<file path="config.mk">
export PLATFORM = sky130hd
export DESIGN_NAME = dram_clk_pad_ctl
export DESIGN_NICKNAME = d
export VERILOG_FILES = /design/src/rtl/dram_clk_pkg.sv /design/src/rtl/dram_clk_seq.sv /design/src/rtl/dram_clk_pad_ctl.sv
export SDC_FILE = /design/constraint.sdc
export NUM_CORES = 1
export LEC_CHECK = 0
export BUFFER_PORTS_ARGS = -buffer_cell sky130_fd_sc_hd__buf_2
export CORE_AREA = 2 2 45 67
export CTS_BUF_LIST = sky130_fd_sc_hd__clkbuf_8
export CTS_CLUSTER_DIAMETER = 80
export DETAILED_ROUTE_END_ITERATION = 12
export DIE_AREA = 0 0 47 69
export PLACE_DENSITY = 0.68
export SLEW_MARGIN = 5
export SYNTH_ARGS = -nofsm -noshare
export SYNTH_HDL_FRONTEND = slang
export SYNTH_SLANG_ARGS = --single-unit
</file>
<file path="constraint.sdc">
create_clock -name clk -period 4.9 [get_ports clk]
set_clock_uncertainty 0.1 [all_clocks]
set_input_delay 0.735 -clock clk [delete_from_list [all_inputs] [get_ports clk]]
set_output_delay 0.735 -clock clk [all_outputs]
set_load 0.01 [all_outputs]
</file>
<file path="src/rtl/dram_clk_pkg.sv">
// rtl/dram_clk_pkg.sv - shared types and sizing helpers for the DRAM clock pad controller
package dram_clk_pkg;

  typedef enum logic [1:0] {
    IDLE      = 2'd0,
    RAMP_UP   = 2'd1,
    RUN       = 2'd2,
    RAMP_DOWN = 2'd3
  } state_t;

  // Width of a counter that must hold 0..num_clk inclusive.
  function automatic int cnt_width(input int num_clk);
    return $clog2(num_clk + 1);
  endfunction

endpackage

</file>
<file path="src/rtl/dram_clk_seq.sv">
// rtl/dram_clk_seq.sv - staggered power-up/power-down sequencer producing per-channel requests
module dram_clk_seq
  import dram_clk_pkg::*;
#(
  parameter int NUM_CLK = 4,
  parameter int GAP_W   = 4
) (
  input  logic               clk,
  input  logic               arst_l,
  input  logic               enable,
  input  logic [NUM_CLK-1:0] clk_mask,
  input  logic [GAP_W-1:0]   gap_cyc,
  output logic [NUM_CLK-1:0] req,
  output logic               stable,
  output logic               busy
);

  localparam int NW = cnt_width(NUM_CLK);
  localparam logic [NW-1:0] N_MAX = NW'(NUM_CLK);

  state_t           state, state_nx;
  logic [NW-1:0]    n, n_nx;
  logic [GAP_W-1:0] cnt, cnt_nx;

  // State, channel count and gap counter registers.
  always_ff @(posedge clk or negedge arst_l) begin
    if (!arst_l) begin
      state <= IDLE;
      n     <= '0;
      cnt   <= '0;
    end else begin
      state <= state_nx;
      n     <= n_nx;
      cnt   <= cnt_nx;
    end
  end

  // Next-state: one channel step per gap window; a reversal keeps n so live channels never drop.
  always_comb begin
    state_nx = state;
    n_nx     = n;
    cnt_nx   = cnt;
    unique case (state)
      IDLE: begin
        if (enable) begin
          n_nx     = NW'(1);
          cnt_nx   = gap_cyc;
          state_nx = (NUM_CLK == 1) ? RUN : RAMP_UP;
        end
      end
      RAMP_UP: begin
        if (!enable) begin
          state_nx = RAMP_DOWN;
          cnt_nx   = gap_cyc;
        end else if (cnt == '0) begin
          n_nx   = n + NW'(1);
          cnt_nx = gap_cyc;
          if (n_nx == N_MAX) state_nx = RUN;
        end else begin
          cnt_nx = cnt - GAP_W'(1);
        end
      end
      RUN: begin
        if (!enable) begin
          n_nx     = N_MAX - NW'(1);
          cnt_nx   = gap_cyc;
          state_nx = (NUM_CLK == 1) ? IDLE : RAMP_DOWN;
        end
      end
      RAMP_DOWN: begin
        if (enable) begin
          state_nx = RAMP_UP;
          cnt_nx   = gap_cyc;
        end else if (cnt == '0) begin
          n_nx   = n - NW'(1);
          cnt_nx = gap_cyc;
          if (n_nx == '0) state_nx = IDLE;
        end else begin
          cnt_nx = cnt - GAP_W'(1);
        end
      end
      default: state_nx = IDLE;
    endcase
  end

  // Outputs: status flags and the per-channel request (lowest n channels, minus masked ones).
  always_comb begin
    stable = (state == RUN);
    busy   = (state == RAMP_UP) || (state == RAMP_DOWN);
    req    = '0;
    for (int i = 0; i < NUM_CLK; i++) begin
      req[i] = (i < int'(n)) && !clk_mask[i];
    end
  end

endmodule

</file>
<file path="src/rtl/dram_clk_pad_ctl.sv">
// rtl/dram_clk_pad_ctl.sv - DRAM clock pad controller top; DRAM_CLK_SCAN_EN adds the en_q scan chain
module dram_clk_pad_ctl
  import dram_clk_pkg::*;
#(
  parameter int NUM_CLK = 4,
  parameter int GAP_W   = 4
) (
  input  logic               clk,
  input  logic               arst_l,
  input  logic               testmode_l,
  input  logic               dram_io_clk_enable,
  input  logic               clk_value,
  input  logic [NUM_CLK-1:0] clk_mask,
  input  logic [GAP_W-1:0]   gap_cyc,
  input  logic               clk_pad_clk_si,
  input  logic               clk_pad_clk_se,
  output logic               clk_pad_clk_so,
  output logic [NUM_CLK-1:0] to_pad,
  output logic [NUM_CLK-1:0] clk_en_q,
  output logic               clk_stable,
  output logic               clk_busy
);

  logic [NUM_CLK-1:0] req;
  logic [NUM_CLK-1:0] en_q;
  logic [NUM_CLK-1:0] clk_out;
  logic               tclk;

  dram_clk_seq #(
    .NUM_CLK (NUM_CLK),
    .GAP_W   (GAP_W)
  ) u_seq (
    .clk      (clk),
    .arst_l   (arst_l),
    .enable   (dram_io_clk_enable),
    .clk_mask (clk_mask),
    .gap_cyc  (gap_cyc),
    .req      (req),
    .stable   (clk_stable),
    .busy     (clk_busy)
  );

  // Functional mode captures on the falling edge, half a cycle after the sequencer moves.
  assign tclk = testmode_l ? ~clk : clk;

`ifdef DRAM_CLK_SCAN_EN
  // Enable flops with scan shift si -> en_q[0] -> ... -> en_q[NUM_CLK-1] -> so.
  always_ff @(posedge tclk or negedge arst_l) begin
    if (!arst_l) begin
      en_q <= '0;
    end else if (clk_pad_clk_se) begin
      en_q <= NUM_CLK'({en_q, clk_pad_clk_si});
    end else begin
      en_q <= req;
    end
  end

  assign clk_pad_clk_so = en_q[NUM_CLK-1];
`else
  // Enable flops, functional capture only.
  always_ff @(posedge tclk or negedge arst_l) begin
    if (!arst_l) begin
      en_q <= '0;
    end else begin
      en_q <= req;
    end
  end

  logic unused_scan;
  assign unused_scan    = clk_pad_clk_si ^ clk_pad_clk_se;
  assign clk_pad_clk_so = 1'b0;
`endif

  assign clk_out  = {NUM_CLK{clk_value}} & en_q;
  assign clk_en_q = en_q;

  // Pad mux: an enabled channel inverts in the low phase so the pad follows clk.
  always_comb begin
    to_pad = '0;
    for (int i = 0; i < NUM_CLK; i++) begin
      to_pad[i] = clk ? clk_out[i] : (en_q[i] ? ~clk_out[i] : clk_out[i]);
    end
  end

endmodule

</file>
==> out/results.ini, run 1 <==
[hold_path]
hold_path.class=primary input to flop

[synth]
synth-edff-count=0
yosys-top-cells-area=dfrtp_1 (32%), ha_1 (14%), mux2i_1 (3.9%)
yosysSeqAreaShare=0.3194
yosys.area.top_type_share=0.3194
synthesis.area_um2=1018
synthFlopType=dfrtp_1
ys_ff_latch=13
async_reset_ff_frac=1.000
synth_cell_types=37
yosysWarningCount=0
synth_nets=130
synth.avg_cell_area_um2=9.793
netlist_instances=104
synth_largest_area_cell=dfrtp_1

[floorplan]
initial_core_util=0.3847
rows=23
dieWidth_um=47
ioPinCount=26
core_um2=2648
die_y_um=69
die_area_um2=3243

[critical_path]
crit_slowest_cell=xnor2_4
cp-start-kind=clock port
crit_type=clock port to primary output
required_ps=4070
end_kind=primary output
max_stage_delay_ps=160
arrival_ps=3970
cp_common_cell=clkbuf_8
crit_family=buffers and inverters
crit_buf_inv=10
crit_fanout=2
worstPathCellList=clkbuf_8, clkbuf_8, clkbuf_8, clkbuf_8, clkbuf_8, clkbuf_8, clkbuf_8, clkbuf_8, xnor2_4, clkbuf_8, and2_1, buf_2

[timing]
setup_tns_ps=0
rsz0062_at_grt=no
hold_viol=0
drv_slew=0
finalSetupViolCount=0

[cts]
clk_pin_slew_ps=30
worstSkewPairLatency_ps=560
tritoncts=built

[layout]
antennaDiodeCount=0
drive_gt1_frac=0.3724
finalNetCount=171
area_delta_synth_final_pct=43.12
postLayoutCellArea_um2=1458

[route]
wl_per_cell_um=13.02
dr_total_vias=916
antenna_left=0
post_drt_via_cell_ratio=5.033
first_iter_violations=41
dr.pass1.iters=4
drt-total-wl_um=2369
route.detailed.drc=0

[pwr]
p_per_area_nw_per_um2=808.2
power_mw=1.178
ir_worst_vdd_mv=0.4936
power.leakage_nw=0.7312

[global_routing]
grt_start_max_net_pins=14
grt_usage=0.1830
antenna_found_initial=0
grt_pass1_vias=1087
grt_pass1_wl_um=3898
grt_overflow_total=0

[placement]
io_buffer_count=22
dpl.hpwl_um=1610
routabilityCongestion=0.7447
postPlaceCellArea_um2=1146

[run_status]
outcome=complete, no violations

[flow_run]
maxCapViolCount=0

==> path summary, 6_finish.rpt <==
kind                                        start               endpoint  slack (ps)  cells after the start
min                                   clk_mask[2]  clk_en_q[2]$_DFF_PN0_         140                      2
min in group asynchronous                  arst_l  clk_en_q[0]$_DFF_PN0_         420                      2
max reg2reg                u_seq.n[1]$_DFFE_PN0P_  clk_en_q[1]$_DFF_PN0_        1350                      5
max                                           clk              to_pad[3]          90                     12
min reg2reg                u_seq.n[1]$_DFFE_PN0P_  clk_en_q[2]$_DFF_PN0_         440                      2
max in group asynchronous                  arst_l  clk_en_q[3]$_DFF_PN0_        1630                      2
==> layout make-up <==
cell class                      count  area, um^2
Timing Repair Buffer               19       100.1
Fill cell                         233        1190
Inverter                           10       37.54
Clock inverter                      2       7.507
Clock buffer                       24       295.3
Tap cell                           37       46.29
Sequential cell                    13       325.3
Multi-Input combinational cell     77       645.6
==> timing repair <==
item                       in CTS  in global routing
gates resized for setup         2                  0
hold endpoints to repair       13                  0
setup buffers                   0                  0
setup endpoints to repair       4                  0
hold buffers                    1                  0
==> synthesized netlist by cell type, drive strengths merged (2+ instances only) <==
cell type,instances
dfrtp,13
ha,11
inv,10
nor2,8
o21ai,7
a21oi,6
mux2i,5
nor3,5
and2,4
buf,4
nor3b,4
mux2,3
nand2,3
a211oi,2
a32oi,2
o21bai,2
o31ai,2
xnor2,2
xor2,2
==> cell families after synthesis <==
group | Yosys count | synth area share
and+or+nand+nor | 29 | 0.1843
other | 1 | 0.003682
DFF | 13 | 0.3194
xor gates and xnor gates | 4 | 0.03440
AOI/OAI and AO/OA | 24 | 0.1597
muxes | 8 | 0.09827
adders and majority gates | 11 | 0.1351
buffers and inverters | 14 | 0.06512
==> routing by layer <==
| metal | track usage | wire [um] | up-vias | share of wire |
|---|---|---|---|---|
| li1 | - | - | 441 | - |
| met1 | 0.1482 | 873 | 423 | 0.37 |
| met2 | 0.2420 | 1203 | 37 | 0.51 |
| met3 | 0.09424 | 171 | 15 | 0.072 |
| met4 | 0.2593 | 120 | 0 | 0.051 |
| met5 | 0.02000 | 0 | - | 0 |
==> registers in the layout, summed over array words and instances (netlist names) <==
name         cells
clk_en_q         4
u_seq.n          3
u_seq.state      2
u_seq.cnt        4
==> per-stage QoR <==
step / hold slack, ps / std cells / worst slack [ps] / util
after floorplan: 339.4 / 104 / 1055 / -
after global placement: 448.4 / 159 / 1019 / 0.4329
after detailed placement: 476.0 / 159 / 1005 / 0.4329
after CTS: 114.0 / 182 / 42.29 / 0.5506
after global routing: 79.62 / 182 / 51.68 / 0.5506
final: 141.3 / 182 / 92.33 / 0.5506
==> report_power, final <==
part	internal, mW	switching [mW]	total [mW]
registers	0.157	0.0527	0.210
clock network	0.393	0.143	0.536
logic	0.198	0.235	0.432
total	0.748	0.430	1.18
==> layout by cell type (no fill, tap or decap), types with 2 or more instances in the layout <==
| cell | count |
|---|---|
| nor2_1 | 7 |
| nor3_1 | 5 |
| o21bai_1 | 2 |
| o21ai_0 | 6 |
| buf_2 | 22 |
| ha_1 | 11 |
| a32oi_1 | 2 |
| inv_1 | 12 |
| dfrtp_1 | 13 |
| a21oi_1 | 6 |
| and2_1 | 4 |
| nor3b_1 | 3 |
| xor2_1 | 2 |
| mux2i_1 | 4 |
| clkbuf_8 | 20 |
| o31ai_1 | 2 |
| nand2_1 | 3 |
(Power assumes the default switching activity.)
==> run 2, diff against run 1 <==
- GPL_TIMING_DRIVEN: default -> 0
- RECOVER_POWER: default -> 100
==> run 2 against run 1 <==
Net effect:
- non-clock buffer count increased by 4
- utilization shrank 1.1 points
- worst hold slack lost 32 ps
- power shrank 4.4%
- worst setup slack gained 5.4 ps
- first-iteration DRC count is 29% lower
- global-route usage rose by 3.4 points
- sequential share of layout area grew 0.45 points
- cell area decreased by 2.0%
- largest cell class unchanged
- largest power group unchanged
==> out/results.ini, run 2 (same netlist as run 1, synthesis figures left out) <==
[run_status]
outcome=complete, no violations  ; unchanged

[floorplan]
rows=23  ; unchanged
initial_core_util=0.3847  ; unchanged
ioPinCount=26  ; unchanged
core_um2=2648  ; unchanged
dieWidth_um=47  ; unchanged
die_area_um2=3243  ; unchanged
die_y_um=69  ; unchanged

[layout]
regArea_um2=325.3  ; unchanged
multiInputGateArea_um2=613.1  ; was 645.6 um^2
most-common-layout-cells=clkbuf_8 (18), buf_2 (15), dfrtp_1 (13), inv_1 (12), ha_1 (11)  ; was buf_2 (22), clkbuf_8 (20), dfrtp_1 (13), inv_1 (12), ha_1 (11)
nFillCells=255  ; was 233
final_common_cell=clkbuf_8  ; was buf_2
finalNetCount=174  ; was 171
drive_gt1_frac=0.2973  ; was 0.3724
area_delta_synth_final_pct=40.29  ; was 43.12%
antennaDiodeCount=0  ; unchanged

[hold_path]
worstHoldStart=clk_mask[1]  ; was clk_mask[2]
hold_path.class=primary input to flop  ; unchanged

[critical_path]
crit_family=buffers and inverters  ; unchanged
worstPathCellList=clkbuf_8, clkbuf_8, clkbuf_8, clkbuf_8, clkbuf_8, clkbuf_8, clkbuf_8, clkbuf_8, xnor2_4, dlymetal6s2s_1, and2_1, buf_2  ; was clkbuf_8, clkbuf_8, clkbuf_8, clkbuf_8, clkbuf_8, clkbuf_8, clkbuf_8, clkbuf_8, xnor2_4, clkbuf_8, and2_1, buf_2
max_stage_delay_ps=140  ; was 160 ps
cp_common_cell=clkbuf_8  ; unchanged
crit_slowest_cell=clkbuf_8  ; was xnor2_4
end_kind=primary output  ; unchanged
cp-startpoint=clk  ; unchanged
crit_fanout=3  ; was 2
crit_buf_inv=10  ; unchanged
arrival_ps=3970  ; about the same
crit_type=clock port to primary output  ; unchanged
cp-start-kind=clock port  ; unchanged
r2r_start=u_seq.n[1]$_DFFE_PN0P_  ; unchanged
required_ps=4070  ; about the same

[timing]
worstMarginPinSlew_ps=917.7
drv_slew=0  ; unchanged
slew_headroom=0.3869
rsz0062_at_grt=no  ; unchanged
finalSetupViolCount=0  ; unchanged
hold_viol=0  ; unchanged
setup_tns_ps=0  ; unchanged

[pwr]
power.leakage_nw=0.7102  ; was 0.7312 nW
power_mw=1.126  ; was 1.178 mW
p_per_area_nw_per_um2=788.2  ; was 808.2 nW/um^2
ir_worst_vdd_mv=0.4447  ; was 0.4936 mV

[placement]
routabilityCongestion=0.7341  ; was 0.7447
dpl.hpwl_um=1645  ; was 1610 um
io_buffer_count=22  ; unchanged

[cts]
cts_setup_buffers=0  ; unchanged
worstSkewPairLatency_ps=540  ; was 560 ps
tritoncts=built  ; unchanged
clk_pin_slew_ps=30  ; about the same

[route]
post_drt_via_cell_ratio=4.951  ; was 5.033
drt-total-wl_um=2503  ; was 2369 um
first_iter_violations=29  ; was 41
antenna_left=0  ; unchanged
dr.pass1.iters=4  ; unchanged
wl_per_cell_um=13.53  ; was 13.02 um
route.detailed.drc=0  ; unchanged
dr_total_vias=916  ; unchanged

[global_routing]
grt_overflow_total=0  ; unchanged
antenna_found_initial=0  ; unchanged
grt_pass1_vias=1150  ; was 1087
grt_usage=0.2166  ; was 0.1830
grt_start_max_net_pins=14  ; unchanged
grt_pass1_wl_um=4864  ; was 3898 um

[flow_run]
maxCapViolCount=0  ; unchanged

-- run 2: final timing paths --
kind | endpoint | slack (ps) | cells after the start
max | to_pad[2] | 100 | 12
min | clk_en_q[1]$_DFF_PN0_ | 110 | 2
max reg2reg | clk_en_q[1]$_DFF_PN0_ | 1430 | 5
min reg2reg | clk_en_q[0]$_DFF_PN0_ | 360 | 2
max in group asynchronous | clk_en_q[1]$_DFF_PN0_ | 1270 | 2
min in group asynchronous | clk_en_q[0]$_DFF_PN0_ | 550 | 2
-- run 2: stage by stage --
step	utilization	setup WS [ps]	hold slack, ps	instances	instance area [um^2]
after global routing	0.5397	22.55	35.90	185	1429
after detailed placement	0.4438	1002	450.2	163	1175
after global placement	0.4438	1016	447.7	163	1175
after CTS	0.5614	23.23	115.1	186	1486
final	0.5397	97.72	109.6	185	1429
after floorplan	-	1055	339.4	104	1018
-- run 2: area by class of cell --
type	count	area share
tap	37	0.03240
multi-input combinational	77	0.4291
inverter	10	0.02627
clock inverter	2	0.005254
buffer	4	0.01839
timing repair buffer	19	0.06480
clock buffer	23	0.1961
sequential	13	0.2277
-- run 2: metal layers --
metal | global-route usage | wire length [um] | share of wire | vias up
met2 | 0.2527 | 1209 | 0.48 | 39
met5 | 0 | 0 | 0 | -
li1 | - | - | - | 444
met3 | 0.1675 | 224 | 0.089 | 11
met4 | 0.2191 | 108 | 0.043 | 0
met1 | 0.2250 | 960 | 0.38 | 422
-- run 2: timing repair --
action	4_1_cts	5_1_grt
setup endpoints to repair	4	2
endpoints found under the hold margin	13	0
gates resized for setup	2	0
hold buffers	1	0
gates cloned	0	0
-- run 2: power breakdown --
part           switching [mW]  total (mW)  internal (mW)
combinational           0.234       0.413          0.179
sequential             0.0434       0.201          0.157
clock                   0.144       0.512          0.368
